File: src/rtl/pattern_pkg.sv
// Shared types and helpers for the serial pattern generator/detector pair.
// Latency: n/a (package). Backpressure: n/a.
// Holds the FSM encoding, default widths and the two-ones window test.
package pattern_pkg;

    localparam int DEF_DATA_W  = 8;
    localparam int DEF_COUNT_W = 16;

    typedef enum logic [1:0] {
        IDLE  = 2'd0,
        SHIFT = 2'd1,
        GAP   = 2'd2
    } gen_state_t;

    // True for 011, 101 and 110: even parity rules out odd counts, nonzero rules out 000.
    function automatic logic is_pattern(input logic [2:0] w);
        return (^w == 1'b0) && (w != 3'b000);
    endfunction

endpackage

File: src/rtl/pattern_window_counter.sv
// 3-bit history of driven serial bits plus a saturating count of two-ones windows.
// Latency: count reflects a bit on the same edge the bit is driven.
// Backpressure: none; samples only when bit_vld is high.
module pattern_window_counter
    import pattern_pkg::*;
#(
    parameter int COUNT_W = DEF_COUNT_W
) (
    input  logic               clk,
    input  logic               rstb,
    input  logic               bit_dat,
    input  logic               bit_vld,
    input  logic               clear,
    output logic [COUNT_W-1:0] match_count
);

    logic [2:0] hist;
    logic [2:0] window;

    // Newest bit enters at the MSB, matching the detector's window orientation.
    assign window = {bit_dat, hist[2:1]};

    always_ff @(posedge clk or negedge rstb) begin
        if (!rstb) begin
            hist        <= 3'b000;
            match_count <= '0;
        end else begin
            if (bit_vld) begin
                hist <= window;
            end
            if (clear) begin
                match_count <= '0;
            end else if (bit_vld && is_pattern(window) && (match_count != '1)) begin
                match_count <= match_count + COUNT_W'(1);
            end
        end
    end

endmodule

File: src/rtl/pattern_generator.sv
// Serializes valid/ready words LSB-first onto serial_pattern and counts two-ones windows sent.
// Latency: word accepted at edge N from idle drives bit0 after edge N+1, last bit after N+DATA_W.
// Backpressure: in_ready low while the 1-entry holding register is full.
module pattern_generator
    import pattern_pkg::*;
#(
    parameter int DATA_W     = DEF_DATA_W,
    parameter int GAP_CYCLES = 0,
    parameter int COUNT_W    = DEF_COUNT_W
) (
    input  logic               clk,
    input  logic               rstb,
    input  logic [DATA_W-1:0]  in_data,
    input  logic               in_valid,
    output logic               in_ready,
    output logic               serial_pattern,
    output logic               enable,
    output logic               busy,
    input  logic               clear_count,
    output logic [COUNT_W-1:0] match_count
);

    localparam int BIT_W = (DATA_W > 1) ? $clog2(DATA_W) : 1;
    localparam int GAP_W = (GAP_CYCLES > 1) ? $clog2(GAP_CYCLES) : 1;

    gen_state_t        state;
    logic [DATA_W-1:0] hold_dat;
    logic              hold_full;
    logic [DATA_W-1:0] shift_dat;
    logic [BIT_W-1:0]  bit_cnt;
    logic [GAP_W-1:0]  gap_cnt;

    logic              accept;
    logic              next_avail;
    logic [DATA_W-1:0] next_word;
    logic              last_bit;
    logic              gap_done;
    logic              load;

    assign in_ready   = !hold_full;
    assign accept     = in_valid && in_ready;
    assign next_avail = hold_full || accept;
    // An empty holding register lets a same-cycle accept bypass straight into the shifter.
    assign next_word  = hold_full ? hold_dat : in_data;
    assign last_bit   = (state == SHIFT) && (bit_cnt == BIT_W'(DATA_W - 1));
    assign gap_done   = (state == GAP) && (gap_cnt == GAP_W'(GAP_CYCLES - 1));
    assign load       = next_avail && ((state == IDLE) || gap_done ||
                                       (last_bit && (GAP_CYCLES == 0)));
    assign busy       = (state != IDLE) || hold_full;

    always_ff @(posedge clk or negedge rstb) begin
        if (!rstb) begin
            state          <= IDLE;
            hold_dat       <= '0;
            hold_full      <= 1'b0;
            shift_dat      <= '0;
            bit_cnt        <= '0;
            gap_cnt        <= '0;
            serial_pattern <= 1'b0;
            enable         <= 1'b0;
        end else begin
            if (hold_full) begin
                hold_full <= !load;
            end else if (accept && !load) begin
                hold_full <= 1'b1;
                hold_dat  <= in_data;
            end

            case (state)
                IDLE: begin
                    serial_pattern <= 1'b0;
                    enable         <= 1'b0;
                    if (load) begin
                        shift_dat <= next_word;
                        bit_cnt   <= '0;
                        state     <= SHIFT;
                    end
                end
                SHIFT: begin
                    serial_pattern <= shift_dat[0];
                    enable         <= 1'b1;
                    shift_dat      <= shift_dat >> 1;
                    bit_cnt        <= bit_cnt + BIT_W'(1);
                    if (last_bit) begin
                        bit_cnt <= '0;
                        gap_cnt <= '0;
                        if (GAP_CYCLES > 0) begin
                            state <= GAP;
                        end else if (load) begin
                            shift_dat <= next_word;
                        end else begin
                            state <= IDLE;
                        end
                    end
                end
                GAP: begin
                    serial_pattern <= 1'b0;
                    enable         <= 1'b0;
                    gap_cnt        <= gap_cnt + GAP_W'(1);
                    if (gap_done) begin
                        if (load) begin
                            shift_dat <= next_word;
                            state     <= SHIFT;
                        end else begin
                            state <= IDLE;
                        end
                    end
                end
                default: state <= IDLE;
            endcase
        end
    end

    pattern_window_counter #(
        .COUNT_W (COUNT_W)
    ) u_window_counter (
        .clk         (clk),
        .rstb        (rstb),
        .bit_dat     (shift_dat[0]),
        .bit_vld     (state == SHIFT),
        .clear       (clear_count),
        .match_count (match_count)
    );

endmodule

File: config.mk
export PLATFORM = sky130hd
export DESIGN_NAME = pattern_generator
export DESIGN_NICKNAME = d
export VERILOG_FILES = /design/src/rtl/pattern_pkg.sv /design/src/rtl/pattern_window_counter.sv /design/src/rtl/pattern_generator.sv
export SDC_FILE = /design/constraint.sdc
export NUM_CORES = 1
export LEC_CHECK = 0
export CORE_UTILIZATION = 54
export DETAILED_ROUTE_END_ITERATION = 16
export GPL_TIMING_DRIVEN = 0
export MAX_ROUTING_LAYER = met4
export PLACE_DENSITY = 0.88
export SLEW_MARGIN = 15
export SYNTH_ARGS = -nofsm -noshare
export SYNTH_HDL_FRONTEND = slang
export SYNTH_SLANG_ARGS = --single-unit
export TNS_END_PERCENT = 100
File: constraint.sdc
create_clock -name clk -period 2.9 [get_ports clk]
set_clock_uncertainty 0.1 [all_clocks]
set_input_delay 0.58 -clock clk [delete_from_list [all_inputs] [get_ports clk]]
set_output_delay 0.58 -clock clk [all_outputs]
set_load 0.05 [all_outputs]
==> metrics.txt, run 1 <==
clock tree sinks 41; worst skew pair latency about 0.30 ns; hold slack about 0.076 ns; CTS root buf clkbuf_8; # fillers about 290; Rows 22; Die Area around 0.0042 mm^2; worst slew pin tran ~0.66 ns; post-layout min period around 2.6 ns; GRT overflow 0; GRT Total Usage 0.2462; buffer count from post-CTS setup fixing 0; H-tree depth reported by CTS 2; Slew Viols, Final 0; period utilization 0.9041; final wirelength approximately 4.4 mm; syn nets between 200 and 250; CTS hold repair buffers 0; die width around 65 um; crit-path max FO 13; post-synthesis cell count around 200; Via Count ~1.7k; Levels on crit path 3; Fin Setup TNS 0 ns; final setup violation count 0; placer congestion estimate 0.8690; post-synth top area share 0.4804; Area Growth Syn to Fin 21.62%; Reg2Reg Depth 7; Die H around 65 um; RSZ-0062 raised after global routing false; Final Util 0.6990; port buffer count 31; P per Cell Area ~810 mW/mm^2; Max Cap Violations 0; critical path class flop to primary output; maximum VDD drop ~0.57 mV; drt drc 0; First-pass DRT Iterations 4; synth top area cells dfrtp_1, mux2_2, mux2i_1, nand2_1, o21ai_0; Layout Cells excl Fill 290; initial antenna violation count 0; Top FF cell, synth dfrtp_1; Placement Setup Slack ~0.36 ns; # resized after CTS 0; mapped cell area about 0.0021 mm^2; CP max stage delay 0.79 ns; async set-reset flop share out of synthesis 1.000; first-pass GRT wire length 7.596 mm; worst-case clock buffer depth 2; # diodes 0; setup slack after layout around 0.28 ns; CP Capture Type primary output; critical-path cell list inv_1 -> nand2_1 -> clkdlybuf4s50_1; clock transition at the registers of the reported paths ~0.070 ns; FF-to-FF End u_window_counter.match_count[11]; Hold WC Path Type input port to asynchronous set/reset pin; Iteration-0 DRC Markers about 170; number of I/O pins 32; Multi-input gate area around 0.0010 mm^2; status completed; initial core utilization 0.5747; Netlist cell types 36; total number of yosys warnings 0; routed length per placed instance around 15 um; Startpoint Class flop; CP Data Required Time between 2 and 2.5 ns; final-stage net count 258; Relative slew margins 0.5556; Leakage Power 1.070 nW; Post-synth EDFFs 0; core area between 0.003 and 0.004 mm^2; detail-routed via count per cell between 5 and 6; largest net degree at the start of global routing 29; vias in the first global route ~1.6k; post-synthesis sequential area ratio 0.4804; Syn Area/Cell approximately 11 um^2; family with the most delay on the worst path buffers and inverters; Post-Place Cells between 200 and 300; R2R Path Start u_window_counter.hist[2]; final hold vios 0; Yosys reg bits 41; worst path buffer plus inverter count 2; Synth area leader dfrtp_1; DP HPWL 3.151 mm; fmax 0.3814 GHz; CP arrival just under 2 ns; FF/Latch Area 0.001026 mm^2; setup slack, reg-to-reg roughly 0.43 ns; crit path from hold_full; CTS buffer count 5; crit path max-delay cell type clkdlybuf4s50_1; fraction of layout cells with a size suffix above 1 0.1612; CTS tree yes; Post-DRT Antenna Nets 0
Yosys cell counts (2+ instances only):
master,number
ha_1,5
mux2i_1,8
or4_1,6
clkbuf_1,6
and2_1,2
nand4_1,3
o21ai_0,14
o41ai_1,2
nor4_1,5
mux2_2,22
dfrtp_1,41
buf_2,2
nor3_1,2
nand3_1,5
a21o_1,2
nand2_1,20
o31ai_1,5
a21oi_1,9
nor4b_1,3
inv_1,7
nor2b_1,6
nand2b_1,2
nor2_1,13
how the worst max path moves through the flow:
stage                                                   to  slack, ns
after detailed placement                              busy       0.36
after floorplan           u_window_counter.match_count[14]       0.60
after CTS                                             busy       0.03
after global placement                         hold_dat[5]       0.13
final                                                 busy       0.28
after global routing                                  busy       0.18
worst reg2reg max path, delay by kind of cell, from the launching register on:
| kind | cells | cell delay, ns |
|---|---|---|
| buf+inv | 2 | 0.37 |
| fa+ha+maj | 1 | 0.28 |
| flops | 1 | 0.38 |
| mux | 1 | 0.38 |
| simple gates | 2 | 0.67 |
| compound gates | 1 | 0.19 |
registers in the layout (all words and copies together), names as in the netlist:
| signal | count |
|---|---|
| hold_dat | 8 |
| enable | 1 |
| hold_full | 1 |
| state | 1 |
| shift_dat | 8 |
| bit_cnt | 3 |
| u_window_counter.hist | 2 |
| u_window_counter.match_count | 16 |
| serial_pattern | 1 |
layout by cell type (no fill, tap or decap), types with 3 or more instances in the layout:
cell	count
a21oi_1	9
buf_2	3
clkbuf_1	9
clkbuf_8	5
clkdlybuf4s50_1	30
dfrtp_1	41
ha_1	5
inv_1	7
mux2_2	22
mux2i_1	8
nand2_1	20
nand3_1	5
nand4_1	3
nor2_1	13
nor2b_1	6
nor4_1	5
nor4b_1	3
o21ai_0	14
o31ai_1	5
or4_1	6
layout make-up:
class | count | share of cell area
tap | 48 | 0.02312
sequential | 41 | 0.3950
inverter | 7 | 0.01012
clock buffer | 8 | 0.03083
buffer | 8 | 0.01252
timing repair buffer | 32 | 0.1252
multi-input combinational | 146 | 0.4032
report_power, final:
part / internal [mW] / total [mW] / switching (mW) / leakage [nW]
Clock: 0.171 / 0.362 / 0.191 / 0.0395
Sequential: 0.741 / 0.862 / 0.121 / 0.525
Combinational: 0.374 / 0.882 / 0.508 / 0.505
routing by layer:
layer | wire [um] | part of all wire | track usage
met4 | 63 | 0.014 | 0.08889
met5 | 0 | 0 | -
met3 | 143 | 0.033 | 0.05282
met2 | 2277 | 0.52 | 0.4154
met1 | 1882 | 0.43 | 0.2882
through the flow:
step / area, um^2 / power, mW
after floorplan: 2136 / 1.492
after global placement: 2506 / 1.696
after detailed placement: 2521 / 1.755
after CTS: 2601 / 2.121
after global routing: 2597 / 2.245
final: 2597 / 2.107
logic make-up (layout without fill, tap and decap cells):
logic type | Yosys count | in the layout | synth area share
buf+inv | 16 | 55 | 0.02929
simple gates | 76 | 76 | 0.2103
fa+ha+maj | 5 | 5 | 0.02929
compound gates | 35 | 35 | 0.09725
mux | 30 | 30 | 0.1535
flops | 41 | 41 | 0.4804
(Power assumes the default switching activity.)
==> run 2, diff against run 1 <==
--- a/config.mk
+++ b/config.mk
@@ -10,6 +10,7 @@
 export GPL_TIMING_DRIVEN = 0
 export MAX_ROUTING_LAYER = met4
 export PLACE_DENSITY = 0.88
+export SETUP_SLACK_MARGIN = 0.15
 export SLEW_MARGIN = 15
 export SYNTH_ARGS = -nofsm -noshare
 export SYNTH_HDL_FRONTEND = slang
==> run 2 against run 1 <==
  * Via count decreased by 0.48%
  * Sequential power shrank 2%
  * Global-route usage unchanged
  * Power about the same
==> metrics.txt, run 2 (synthesis results as in run 1) <==
port buffer count 31 (unchanged); Relative slew margins 0.5693 (+0.01368); setup slack after layout 0.3094 ns (+0.03139 ns); RSZ-0062 raised after global routing false; Die H 64.89 um (unchanged); Top Registers u_window_counter.match_count: 16 flops, hold_dat: 8 flops, shift_dat: 8 flops; Layout Cells excl Fill 291 (+0.34%); GRT Total Usage 0.2462 (unchanged); CP Data Required Time 2.22 ns (about the same); placer congestion estimate 0.8690 (unchanged); critical path class flop to primary output; final hold vios 0 (unchanged); vias in the first global route 1627 (unchanged); period utilization 0.8933 (-0.01083); H-tree depth reported by CTS 2 (unchanged); Fin Setup TNS 0 ns (unchanged); status completed; number of I/O pins 32 (unchanged); Slew Viols, Final 0 (unchanged); Hold WC Path Type input port to asynchronous set/reset pin; worst-case clock buffer depth 2 (unchanged); max reg flops 16 (unchanged); first-pass GRT wire length 7.596 mm (unchanged); final wirelength 4.346 mm (-0.46%); crit-path max FO 10 (-3); Max Cap Violations 0 (unchanged); Die Area 0.004211 mm^2 (unchanged); Rows 22 (unchanged); initial antenna violation count 0 (unchanged); most common cell after layout, fill and taps aside dfrtp_1; fraction of layout cells with a size suffix above 1 0.1646 (+0.003452); Leakage Power 1.073 nW (+0.29%); Startpoint Class flop; Post-DRT Antenna Nets 0 (unchanged); maximum VDD drop 0.6078 mV (+5.8%); First-pass DRT Iterations 5 (+1); # diodes 0 (unchanged); CTS root buf clkbuf_8; P per Cell Area 809.9 mW/mm^2 (-0.14%); Iteration-0 DRC Markers 150 (-12%); DP HPWL 3.151 mm (unchanged); clock tree sinks 41 (unchanged); GRT overflow 0 (unchanged); Top reg by flops u_window_counter.match_count; CP arrival 1.91 ns (-0.03 ns); Via Count 1665 (-0.48%); Post-Place Cells 283 (unchanged); detail-routed via count per cell 5.722 (-0.82%); fmax 0.3860 GHz (+1.2%); Placement Setup Slack 0.3574 ns (unchanged); CTS hold repair buffers 0 (unchanged); # fillers 292 (-0.34%); die width 64.89 um (unchanged); final setup violation count 0 (unchanged); drt drc 0 (unchanged); most frequent cells in the layout dfrtp_1, clkdlybuf4s50_1, mux2_2; clock transition at the registers of the reported paths 0.07 ns (about the same); post-layout min period 2.591 ns (-0.03139 ns); CTS buffer count 5 (unchanged); worst slew pin tran 0.6431 ns (-0.02043 ns); largest net degree at the start of global routing 29 (unchanged); routed length per placed instance 14.93 um (-0.80%); core area 0.003716 mm^2 (unchanged); worst skew pair latency 0.29 ns (about the same); CP Capture Type primary output; initial core utilization 0.5747 (unchanged); final-stage net count 259 (+0.39%); CTS tree yes; Area Growth Syn to Fin 21.85%
run 2: timing repair:
action,4_1_cts,5_1_grt
hold endpoints to repair,0,0
buffers inserted,0,0
resized for setup,1,0
endpoints found under the setup margin,1,0
run 2: final timing paths:
path / start / endpoint / slack [ns] / depth (start not counted)
min in group clk: state[0] / enable / 0.32 / 0
hold / removal: rstb / u_window_counter.match_count[6] / 0.08 / 1
hold reg to reg: state[0] / enable / 0.32 / 0
max in group asynchronous: rstb / hold_dat[6] / 2.17 / 2
setup / recovery: hold_full / busy / 0.31 / 4
setup reg to reg: u_window_counter.hist[2] / u_window_counter.match_count[11] / 0.44 / 7
run 2: report_power, final:
part | switching, mW | leakage, nW | total (mW) | internal (mW)
Combinational | 0.525 | 0.508 | 0.903 | 0.378
Clock | 0.189 | 0.0395 | 0.360 | 0.171
Sequential | 0.103 | 0.525 | 0.845 | 0.742
Total | 0.817 | 1.07 | 2.11 | 1.29
run 2: cell type report:
| cell class | count | area, um^2 | area share |
|---|---|---|---|
| Sequential cell | 41 | 1026 | 0.3942 |
| Inverter | 7 | 26.28 | 0.01010 |
| Multi-Input combinational cell | 146 | 1047 | 0.4024 |
| Timing Repair Buffer | 32 | 325.3 | 0.1250 |
| Buffer | 9 | 37.54 | 0.01442 |
| Tap cell | 48 | 60.06 | 0.02308 |
| Clock buffer | 8 | 80.08 | 0.03077 |
run 2: worst max-delay path: stages (launching register included):
cell	delay [ns]
dfrtp_1	0.40
buf_2	0.27
inv_1	0.09
nand2_1	0.06
clkdlybuf4s50_1	0.79
run 2: layer usage:
metal | wire length, um | share of wire | vias up | track usage
met5 | 0 | 0 | - | -
met3 | 158 | 0.036 | 8 | 0.05282
met4 | 63 | 0.014 | 0 | 0.08889
met2 | 2273 | 0.52 | 44 | 0.4154
li1 | - | - | 819 | -
met1 | 1850 | 0.43 | 794 | 0.2882
run 2: stage by stage:
step,hold slack [ns],instance area (um^2),util,total power [mW]
2_1_floorplan,0.1844,2136,-,1.492
3_3_place_gp,0.2861,2506,0.6744,1.696
3_5_place_dp,0.3080,2521,0.6785,1.755
4_1_cts,0.08571,2603,0.7003,2.122
5_1_grt,0.09417,2603,0.7003,2.250
6_report,0.08042,2603,0.7003,2.108
==> run 3, diff against run 2 <==
--- a/config.mk
+++ b/config.mk
@@ -5,6 +5,7 @@
 export SDC_FILE = /design/constraint.sdc
 export NUM_CORES = 1
 export LEC_CHECK = 0
+export ABC_CLOCK_PERIOD_IN_PS = 2900
 export CORE_UTILIZATION = 54
 export DETAILED_ROUTE_END_ITERATION = 16
 export GPL_TIMING_DRIVEN = 0
==> results of run 3 <==
No change in the layout: final DEF, timing and power equal those of run 2.
